### config.mk
export PLATFORM = sky130hd
export DESIGN_NAME = countdown_timer_cnt
export DESIGN_NICKNAME = d
export VERILOG_FILES = /design/src/rtl/countdown_timer_cnt.sv
export SDC_FILE = /design/constraint.sdc
export NUM_CORES = 1
export LEC_CHECK = 0
export CAP_MARGIN = 0
export CORE_ASPECT_RATIO = 0.7
export CORE_MARGIN = 2
export CORE_UTILIZATION = 49
export DETAILED_ROUTE_END_ITERATION = 8
export GPL_ROUTABILITY_DRIVEN = 0
export PLACE_DENSITY_LB_ADDON = 0.12
export SETUP_SLACK_MARGIN = 0.5
export SLEW_MARGIN = 20
export SYNTH_ARGS = -nofsm -noshare
export SYNTH_HDL_FRONTEND = slang
export SYNTH_SLANG_ARGS = --single-unit
### constraint.sdc
create_clock -name clk -period 2.7 [get_ports clk]
set_input_delay 0.81 -clock clk [delete_from_list [all_inputs] [get_ports clk]]
set_output_delay 0.81 -clock clk [all_outputs]
set_load 0.03 [all_outputs]
### src/rtl/countdown_timer_cnt.sv
// Countdown timer: loads a clamped min:sec:csec preset and counts it down once per
// falling edge of the 100 Hz pulse, with run/pause control and an expiry pulse and level.
module countdown_timer_cnt #(
    parameter int CSEC_MAX = 99,
    parameter int SEC_MAX  = 59,
    parameter int MIN_MAX  = 59
) (
    input  logic       clk,
    input  logic       rst,
    input  logic       load,
    input  logic [5:0] set_min,
    input  logic [5:0] set_sec,
    input  logic [6:0] set_csec,
    input  logic       run,
    input  logic       plsi,
    output logic [6:0] csec,
    output logic [5:0] sec,
    output logic [5:0] min,
    output logic       running,
    output logic       done,
    output logic       expired
);

    localparam logic [6:0] CSEC_TOP = 7'(CSEC_MAX);
    localparam logic [5:0] SEC_TOP  = 6'(SEC_MAX);
    localparam logic [5:0] MIN_TOP  = 6'(MIN_MAX);

    typedef enum logic [1:0] {
        S_IDLE  = 2'd0,
        S_RUN   = 2'd1,
        S_PAUSE = 2'd2,
        S_DONE  = 2'd3
    } state_t;

    state_t     state_q, state_d;
    logic       load_q, plsi_q;
    logic [6:0] csec_q, csec_d;
    logic [5:0] sec_q, sec_d;
    logic [5:0] min_q, min_d;
    logic       done_q, done_d;
    logic       load_edge_s, tick_s, count_zero_s, count_last_s;

    assign load_edge_s  = load & ~load_q;
    assign tick_s       = plsi_q & ~plsi;
    assign count_zero_s = (min_q == 6'd0) && (sec_q == 6'd0) && (csec_q == 7'd0);
    assign count_last_s = (min_q == 6'd0) && (sec_q == 6'd0) && (csec_q == 7'd1);

    // Next-state, counter update and done pulse; a load edge overrides everything.
    always_comb begin
        state_d = state_q;
        csec_d  = csec_q;
        sec_d   = sec_q;
        min_d   = min_q;
        done_d  = 1'b0;
        if (load_edge_s) begin
            csec_d  = (set_csec > CSEC_TOP) ? CSEC_TOP : set_csec;
            sec_d   = (set_sec > SEC_TOP) ? SEC_TOP : set_sec;
            min_d   = (set_min > MIN_TOP) ? MIN_TOP : set_min;
            state_d = S_IDLE;
        end else begin
            case (state_q)
                S_IDLE: begin
                    if (run && !count_zero_s) begin
                        state_d = S_RUN;
                    end else begin
                        state_d = S_IDLE;
                    end
                end
                S_RUN: begin
                    if (tick_s && !count_zero_s) begin
                        // Borrow ripples csec -> sec -> min; min is nonzero whenever it is reached
                        if (csec_q != 7'd0) begin
                            csec_d = csec_q - 7'd1;
                        end else begin
                            csec_d = CSEC_TOP;
                            if (sec_q != 6'd0) begin
                                sec_d = sec_q - 6'd1;
                            end else begin
                                sec_d = SEC_TOP;
                                min_d = min_q - 6'd1;
                            end
                        end
                        if (count_last_s) begin
                            state_d = S_DONE;
                            done_d  = 1'b1;
                        end else if (!run) begin
                            state_d = S_PAUSE;
                        end else begin
                            state_d = S_RUN;
                        end
                    end else if (!run) begin
                        state_d = S_PAUSE;
                    end else begin
                        state_d = S_RUN;
                    end
                end
                S_PAUSE: begin
                    if (run) begin
                        state_d = S_RUN;
                    end else begin
                        state_d = S_PAUSE;
                    end
                end
                S_DONE: begin
                    if (!run) begin
                        state_d = S_IDLE;
                    end else begin
                        state_d = S_DONE;
                    end
                end
                default: begin
                    state_d = S_IDLE;
                end
            endcase
        end
    end

    // State, counters, edge-detect flops and done pulse register.
    always_ff @(posedge clk) begin
        if (rst) begin
            state_q <= S_IDLE;
            csec_q  <= 7'd0;
            sec_q   <= 6'd0;
            min_q   <= 6'd0;
            done_q  <= 1'b0;
            load_q  <= 1'b0;
            plsi_q  <= 1'b0;
        end else begin
            state_q <= state_d;
            csec_q  <= csec_d;
            sec_q   <= sec_d;
            min_q   <= min_d;
            done_q  <= done_d;
            load_q  <= load;
            plsi_q  <= plsi;
        end
    end

    assign csec    = csec_q;
    assign sec     = sec_q;
    assign min     = min_q;
    assign done    = done_q;
    assign running = (state_q == S_RUN);
    assign expired = (state_q == S_DONE);

endmodule

== Yosys cells after proc, flatten, opt, wreduce, memory -nomap -nowiden ==
Cells that the tools add are included.
Storage, ports and cells
  register bits: 24
  bits of input ports: 24
  output and inout bits: 22
Cells by class
  add/subtract/negate cells: 3
  magnitude comparators: 3
  eq/ne operators: 6
  multiplexer cells: 24
  bitwise gates (word level): 6
  reductions and logical operators: 19
Operator list (count)
  two-way mux 6 bit: 12
  two-way mux 7 bit: 5
  greater-than comparator 6 bit (second input constant): 2
  zero test 6 bit: 2
  subtractor 6 x 1 -> 6 bit (second input constant): 2
  two-way mux 2 bit: 4
  one-hot mux 2 bit (4 select lines): 1
  == test 7 x 1 -> 1 bit (second input constant): 1
  greater-than comparator 7 bit (second input constant): 1
  zero test 7 bit: 1
  nonzero test 7 bit: 1
  subtractor 7 x 1 -> 7 bit (second input constant): 1
  nonzero test 6 bit: 1
  logical AND 1 bit: 5
  == test 2 bit (second input constant): 2
  != test 2 bit (second input constant): 2
  NOT 1 bit: 4
  AND reduction 4 bit: 1
  nonzero test 2 bit: 2
  OR reduction 4 bit: 1
  AND reduction 3 bit: 1
  AND 1 bit: 2
  == test 2 x 1 -> 1 bit (second input constant): 1
  zero test 2 bit: 1
  other kinds (4): 5

== Logic depth before layout (Yosys ltp) ==
Gate-level depths: netlist (run 1).
  depth in word-level cells: 8
  depth in mapped cells: 7
  depth with buffers taken out: 6

== Least setup slack after synthesis (run 1) ==
No wires, ideal clock.
  kind: input port to flip-flop
  start: in plsi
  end: reg sec_q[5] (netlist: sec[5])
  setup time: 136 ps
  arrival time: 2013 ps
  required time: 2564 ps
  slack: 551 ps
  stages: 6
  path through: nor4bb_1 -> clkbuf_1 -> nand3_1 -> clkbuf_1 -> a2111oi_0 -> a211oi_1
On the way
  word-level cells in the longest chain between the ends: 5
RTL lines
  from (decl): line 15  | input logic plsi,
  NOT 1 bit: line 44  | assign tick_s = plsi_q & ~plsi;
  AND 1 bit: line 44
  logical AND 1 bit: line 70  | if (tick_s && !count_zero_s) begin
  nonzero test 2 bit (no line)
  AND reduction 3 bit (no line)
  to (signal assigned): line 123  | sec_q <= 6'd0;
  to (signal assigned): line 131  | sec_q <= sec_d;
  to (decl): line 38  | logic [5:0] sec_q, sec_d;
No other way between the ends.
A chain may end at the register's enable or synchronous reset.

== Final worst setup path (run 1) ==
  start: reg min_q[1] (netlist: min[1])
  end: out min[1]
RTL lines
  from (decl): line 39  | logic [5:0] min_q, min_d;
  from (signal assigned): line 132  | min_q <= min_d;
  to (decl): line 18  | output logic [5:0] min,
No word-level cell between the ends.

==> results of run 1 <==
[final timing paths]
kind            from  cells past startpoint          to  slack, ns
min          csec[1]                      2     csec[1]       0.52
max reg2reg   sec[0]                      6  state_q[0]       0.63
min reg2reg  csec[1]                      2     csec[1]       0.52
max           min[1]                      1      min[1]       0.56
[cell families after synthesis]
family	share of synthesized area
simple gates	0.3634
compound gates	0.2516
flops	0.2769
buf+inv	0.04110
fa+ha+maj	0.05047
mux	0.01154
xor+xnor	0.005048
[cell usage in the layout (no fill, tap or decap), types with 2 or more instances in the layout]
cell type,count
o211ai_1,6
a21o_1,2
or3_1,4
a21oi_1,8
buf_4,13
a311oi_1,4
o21ai_0,11
nand3b_1,2
o31a_1,2
nor3_1,9
clkdlybuf4s50_1,24
dfxtp_1,24
nand2b_1,6
or4_1,2
o2111ai_1,3
nand4_1,5
nor4_4,2
clkbuf_8,3
ha_1,7
nor2b_2,3
inv_1,11
or2_2,2
a41o_1,3
nor2b_1,4
nand2_1,15
dlygate4sd2_1,16
nor3_4,2
nor2_1,12
a31oi_1,3
nor4_1,5
a211oi_1,7
dlymetal6s2s_1,4
nand3_1,19
mux2i_1,2
[report_power, final]
group	internal, W	switching, W	leakage [nW]
clock network	0.000199	0.000129	0.0357
logic	0.000151	0.000226	0.740
registers	0.000379	0.0000399	0.198
total	0.000729	0.000394	0.974
[layout make-up]
class,count,area share
clock buffers,3,0.01713
multi-input cells,172,0.5021
flip-flops and latches,24,0.1994
well taps,50,0.02596
clock inverters,1,0.01246
repair buffers,59,0.2259
inverters,11,0.01713
[worst min-delay path, stage by stage, from the launching register on]
cell	delay [ns]
dfxtp_1	0.35
nand2_1	0.07
mux2i_1	0.06
[layer usage]
| layer | global-route usage | vias up | wire (um) |
|---|---|---|---|
| met5 | 0 | - | 0 |
| met4 | 0.06433 | 0 | 55 |
| li1 | - | 951 | - |
| met2 | 0.4225 | 103 | 2148 |
| met3 | 0.05243 | 10 | 502 |
| met1 | 0.4045 | 908 | 2366 |
[flip-flops by register name, summed over array words and instances (netlist names)]
signal   count
csec         7
done         1
load_q       1
min          6
plsi_q       1
sec          6
state_q      2
[repair_timing]
| item | in CTS | in global routing |
|---|---|---|
| pin swaps | 1 | 2 |
| gates resized for setup | 19 | 11 |
| hold buffers | 0 | 0 |
| endpoints found under the hold margin | 0 | 0 |
| setup endpoints to repair | 32 | 12 |
[through the flow]
stage	total power, W	TNS (ns)	worst slack (ns)	area [um2]
finish	0.001123	0	0.5613	2410
global placement	0.0008039	0	0.05652	2323
floorplan	0.0006577	0	0.5511	1735
global route	0.001182	0	0.4540	2410
CTS	0.001120	0	0.5002	2382
detailed placement	0.0008068	-0.005955	-0.005912	2323
==> flow_metrics.env, run 1 <==
export IMPL_timing_critical_path_buf_inv=1
export IMPL_synth_area_um2=1735
export IMPL_floorplan_die_height_um=53.79
export IMPL_clock_skew_ns=0.004700
export IMPL_fin_crit_ns=2.139
export IMPL_post_drt_wl_per_cell_um=15.85
export IMPL_antenna_cells=0
export IMPL_postCtsSetupBuffers=0
export IMPL_critical_path_max_stage_delay_ns=0.68
export IMPL_htreeDepth=1
export IMPL_cts_root_buffer="clkbuf_8"
export IMPL_postSynthCellCount=215
export IMPL_leakagePower_nw=0.9735
export IMPL_synth_fp_nets=246
export IMPL_synth_most_common_cell="dfxtp_1"
export IMPL_track_usage=0.2767
export IMPL_design_core_area_um2=3446
export IMPL_final_min_period_over_clock_period=0.7921
export IMPL_filler_cell_count=316
export IMPL_dpl_cell_count=316
export IMPL_path_category_of_the_worst_min_delay_check="reg -> reg"
export IMPL_clk_pin_slew_ns=0.09
export IMPL_synth_ff_type="dfxtp_1"
export IMPL_gr_ovfl_total=0
export IMPL_final_antenna_net_count=0
export IMPL_grt_pass1_vias=1738
export IMPL_report_final_setup_viol=0
export IMPL_port_buffer_count=45
export IMPL_fp_row_count=18
export IMPL_die_width_um=75.13
export IMPL_cts_max_path_buffers=2
export IMPL_multi_input_comb_area_um2=1210
export IMPL_timing_worst_setup_path_type="reg -> out"
export IMPL_path_cells="clkdlybuf4s50_1"
export IMPL_yosys_warnings=0
export IMPL_post_synth_cell_area_avg_um2=8.072
export IMPL_clock_sinks=24
export IMPL_vdd_ir_drop_worst_v=0.0002594
export IMPL_dp_hpwl_um=3846
export IMPL_cts_buffers=3
export IMPL_final_nets=302
export IMPL_largest_area_contributor_in_the_netlist="dfxtp_1"
export IMPL_critical_path_endpoint_type="output pin"
export IMPL_worst_slew_margin_relative_to_its_limit=0.6531
export IMPL_finish_cell_count_without_fillers=320
export IMPL_detail_route_iter0_violations=118
export IMPL_area_delta_synth_final_pct=38.86
export IMPL_route_detailed_vias_per_inst=6.163
export IMPL_yosys_area_top_type_share=0.2769
export IMPL_grt_max_degree=15
export IMPL_latest_clock_arrival_within_the_worst_skew_pair_ns=0.28
export IMPL_async_reset_ff_frac=0
export IMPL_synth_distinct_cells=51
export IMPL_synth_ff_latch_count=24
export IMPL_synth_top_cells_by_count="dfxtp_1, nand3_1, nand2_1"
export IMPL_finalWirelength_um=5071
export IMPL_drv_slew=0
export IMPL_initial_utilization=0.5036
export IMPL_initial_antenna_violation_count=0
export IMPL_fmaxAchievable_mhz=467.6
export IMPL_ys_seq_area_frac=0.2769
export IMPL_drive_above_1_share=0.1333
export IMPL_dieArea_um2=4041
export IMPL_area_sequential_um2=480.5
export IMPL_cts_tree="yes"
export IMPL_timing_max_cap_violations=0
export IMPL_hold_worst_slack_ns=0.5207
export IMPL_path_max_fanout=4
export IMPL_drcViolationCount=0
export IMPL_status="finished, final reports clean"
export IMPL_cell_pwr_density_nw_per_um2=466.0
export IMPL_final_core_util=0.6993
export IMPL_num_vias=1972
export IMPL_first_pass_iters=5
export IMPL_final_hold_violation_count=0
export IMPL_cp_top_family="buffers and inverters"
export IMPL_post_synth_edffs=0
export IMPL_critical_path_data_arrival_time_ns=1.33
export IMPL_slowest_stage="clkdlybuf4s50_1"
export IMPL_transition_time_at_the_pin_with_the_least_slew_margin_ns=0.5164
export IMPL_pin_count=46
export IMPL_ys_top_cells_by_area="dfxtp_1, nand3_1, ha_1, nand2_1, o21ai_0"
export IMPL_timing_critical_path_required_ns=1.89
export IMPL_grt_first_pass_wirelength_um=8342
export IMPL_unrepaired_setup_endpoints_after_global_routing="yes"
export IMPL_start_kind="flop"
Note: power is estimated with default switching activity, not from simulation.
==> inputs of run 2 (changes only) <==
--- a/config.mk
+++ b/config.mk
@@ -8,7 +8,7 @@
 export CAP_MARGIN = 0
 export CORE_ASPECT_RATIO = 0.7
 export CORE_MARGIN = 2
-export CORE_UTILIZATION = 49
+export CORE_UTILIZATION = 44
 export DETAILED_ROUTE_END_ITERATION = 8
 export GPL_ROUTABILITY_DRIVEN = 0
 export PLACE_DENSITY_LB_ADDON = 0.12
==> constraint.sdc (replaced) <==
create_clock -name clk -period 1.8 [get_ports clk]
set_input_delay 0.54 -clock clk [delete_from_list [all_inputs] [get_ports clk]]
set_output_delay 0.54 -clock clk [all_outputs]
set_load 0.03 [all_outputs]
==> flow_metrics.env, run 2 (synthesized netlist as in run 1, its figures left out) <==
export IMPL_fmaxAchievable_mhz=535.6
export IMPL_cts_max_path_buffers=2
export IMPL_die_width_um=79.07
export IMPL_worst_slew_margin_relative_to_its_limit=0.6863
export IMPL_num_vias=2683
export IMPL_final_core_util=0.8970
export IMPL_final_common_cell="buf_4"
export IMPL_post_drt_wl_per_cell_um=23.83
export IMPL_detail_route_iter0_violations=398
export IMPL_final_nets=378
export IMPL_power_frac_comb=0.531
export IMPL_vdd_ir_drop_worst_v=0.0004866
export IMPL_unrepaired_setup_endpoints_after_global_routing="yes"
export IMPL_grt_max_degree=13
export IMPL_design_core_area_um2=3851
export IMPL_grt_pass1_vias=2333
export IMPL_cell_pwr_density_nw_per_um2=597.7
export IMPL_cts_buffers=3
export IMPL_finalWirelength_um=9460
export IMPL_drv_slew=0
export IMPL_filler_cell_count=178
export IMPL_cts_tree="yes"
export IMPL_area_sequential_um2=554.3
export IMPL_path_max_fanout=5
export IMPL_worstRegToRegCells=8
export IMPL_worstHoldPathCells=2
export IMPL_slowest_stage="dfxtp_2"
export IMPL_path_cells="inv_2 -> ha_4 -> nand2b_1 -> buf_4 -> nor3_4 -> buf_6 -> a41o_1 -> nand3_1"
export IMPL_flip_flop_count_of_the_largest_register_after_layout=7
export IMPL_multi_input_comb_area_um2=1495
export IMPL_layout_common_cells="buf_4, buf_6, clkdlybuf4s50_1, dfxtp_4, nand2_1"
export IMPL_power_switching_share=0.3975
export IMPL_dp_hpwl_um=4399
export IMPL_power_sequential_fraction=0.305
export IMPL_critical_path_max_stage_delay_ns=0.35
export IMPL_port_buffer_count=45
export IMPL_report_final_setup_viol=7
export IMPL_final_antenna_net_count=0
export IMPL_clock_sinks=24
export IMPL_fin_crit_ns=1.867
export IMPL_critical_path_startpoint="csec[1]"
export IMPL_final_min_period_over_clock_period=1.037
export IMPL_worst_reg2reg_path_startpoint="csec[1]"
export IMPL_path_category_of_the_worst_min_delay_check="in -> reg"
export IMPL_timing_final_ws_setup_ns=-0.06715
export IMPL_critical_path_endpoint_type="flop"
export IMPL_transition_time_at_the_pin_with_the_least_slew_margin_ns=0.4684
export IMPL_htreeDepth=1
export IMPL_timing_max_cap_violations=0
export IMPL_drcViolationCount=0
export IMPL_final_hold_violation_count=0
export IMPL_violated_checks="setup timing"
export IMPL_track_usage=0.3314
export IMPL_antenna_cells=0
export IMPL_pin_count=46
export IMPL_clk_pin_slew_ns=0.09
export IMPL_clock_skew_ns=0.002188
export IMPL_grt_first_pass_wirelength_um=11560
export IMPL_power_report_internal_total_w=0.001244
export IMPL_design_power_total_w=0.002065
export IMPL_total_switching_power_w=0.0008208
export IMPL_min_delay_start="plsi"
export IMPL_cts_root_buffer="clkbuf_8"
export IMPL_dieArea_um2=4471
export IMPL_cts_hold_repair_buffers=0
export IMPL_timing_worst_setup_path_type="reg -> reg"
export IMPL_floorplan_die_height_um=56.55
export IMPL_initial_antenna_violation_count=0
export IMPL_route_detailed_vias_per_inst=6.758
export IMPL_fp_row_count=19
export IMPL_latest_clock_arrival_within_the_worst_skew_pair_ns=0.28
export IMPL_leakagePower_nw=1.372
export IMPL_clockPowerShare=0.164
export IMPL_gr_ovfl_total=0
export IMPL_start_kind="flop"
export IMPL_status="complete, but fails checks"
export IMPL_critical_path_data_arrival_time_ns=2.02
export IMPL_initial_utilization=0.4506
export IMPL_drive_above_1_share=0.5652
export IMPL_area_delta_synth_final_pct=99.06
export IMPL_first_pass_iters=7
export IMPL_timing_critical_path_required_ns=1.96
-- run 2: area by class of cell --
type / count / area share
sequential: 24 / 0.1604
tap: 52 / 0.01883
multi-input combinational: 172 / 0.4328
inverter: 11 / 0.01485
timing repair buffer: 135 / 0.3611
clock buffer: 3 / 0.01195
-- run 2: per-layer routing --
metal | vias up | part of all wire | GRT usage
li1 | 1098 | - | -
met1 | 1233 | 0.37 | 0.4371
met2 | 272 | 0.43 | 0.5375
met3 | 80 | 0.12 | 0.06270
met4 | 0 | 0.077 | 0.1281
met5 | - | 0 | 0
-- run 2: final timing paths --
path	slack, ns	to
hold / removal	0.52	plsi_q
setup / recovery	-0.07	sec[4]
setup reg to reg	-0.07	sec[4]
hold reg to reg	0.56	csec[5]
-- run 2: power by group through the flow --
stage | clock [W] | sequential (W) | combinational (W)
2_1_floorplan | 0 | 0.000705 | 0.000331
3_3_place_gp | 0 | 0.000636 | 0.000723
3_5_place_dp | 0 | 0.000638 | 0.000732
4_1_cts | 0.000336 | 0.000622 | 0.000894
5_1_grt | 0.000357 | 0.000631 | 0.00113
6_report | 0.000339 | 0.000630 | 0.00110
-- run 2: metrics by stage --
stage	setup TNS (ns)	hold WS [ns]	area, um2	std cells	setup slack, ns
6_report	-0.1923	0.5186	3455	397	-0.06715
5_1_grt	-0.4904	0.5308	3455	397	-0.09397
4_1_cts	0	0.4891	3212	386	0.04150
3_5_place_dp	-8.798	0.5096	2721	353	-0.5392
3_3_place_gp	-8.425	0.4943	2721	353	-0.4873
2_1_floorplan	-0.01222	0.5266	1886	215	-0.007913
-- run 2: worst max-delay path, delay by kind of cell (launching register included) --
kind	cells	cell delay, ns
simple gates	3	0.53
buf+inv	3	0.49
flops	1	0.35
compound gates	1	0.20
fa+ha+maj	1	0.17
-- run 2: what timing repair did --
item                                    in CTS  in global routing
gates resized for setup                    205                 33
buffers inserted                            30                 11
endpoints found under the setup margin      44                 44
pin swaps                                   24                 15
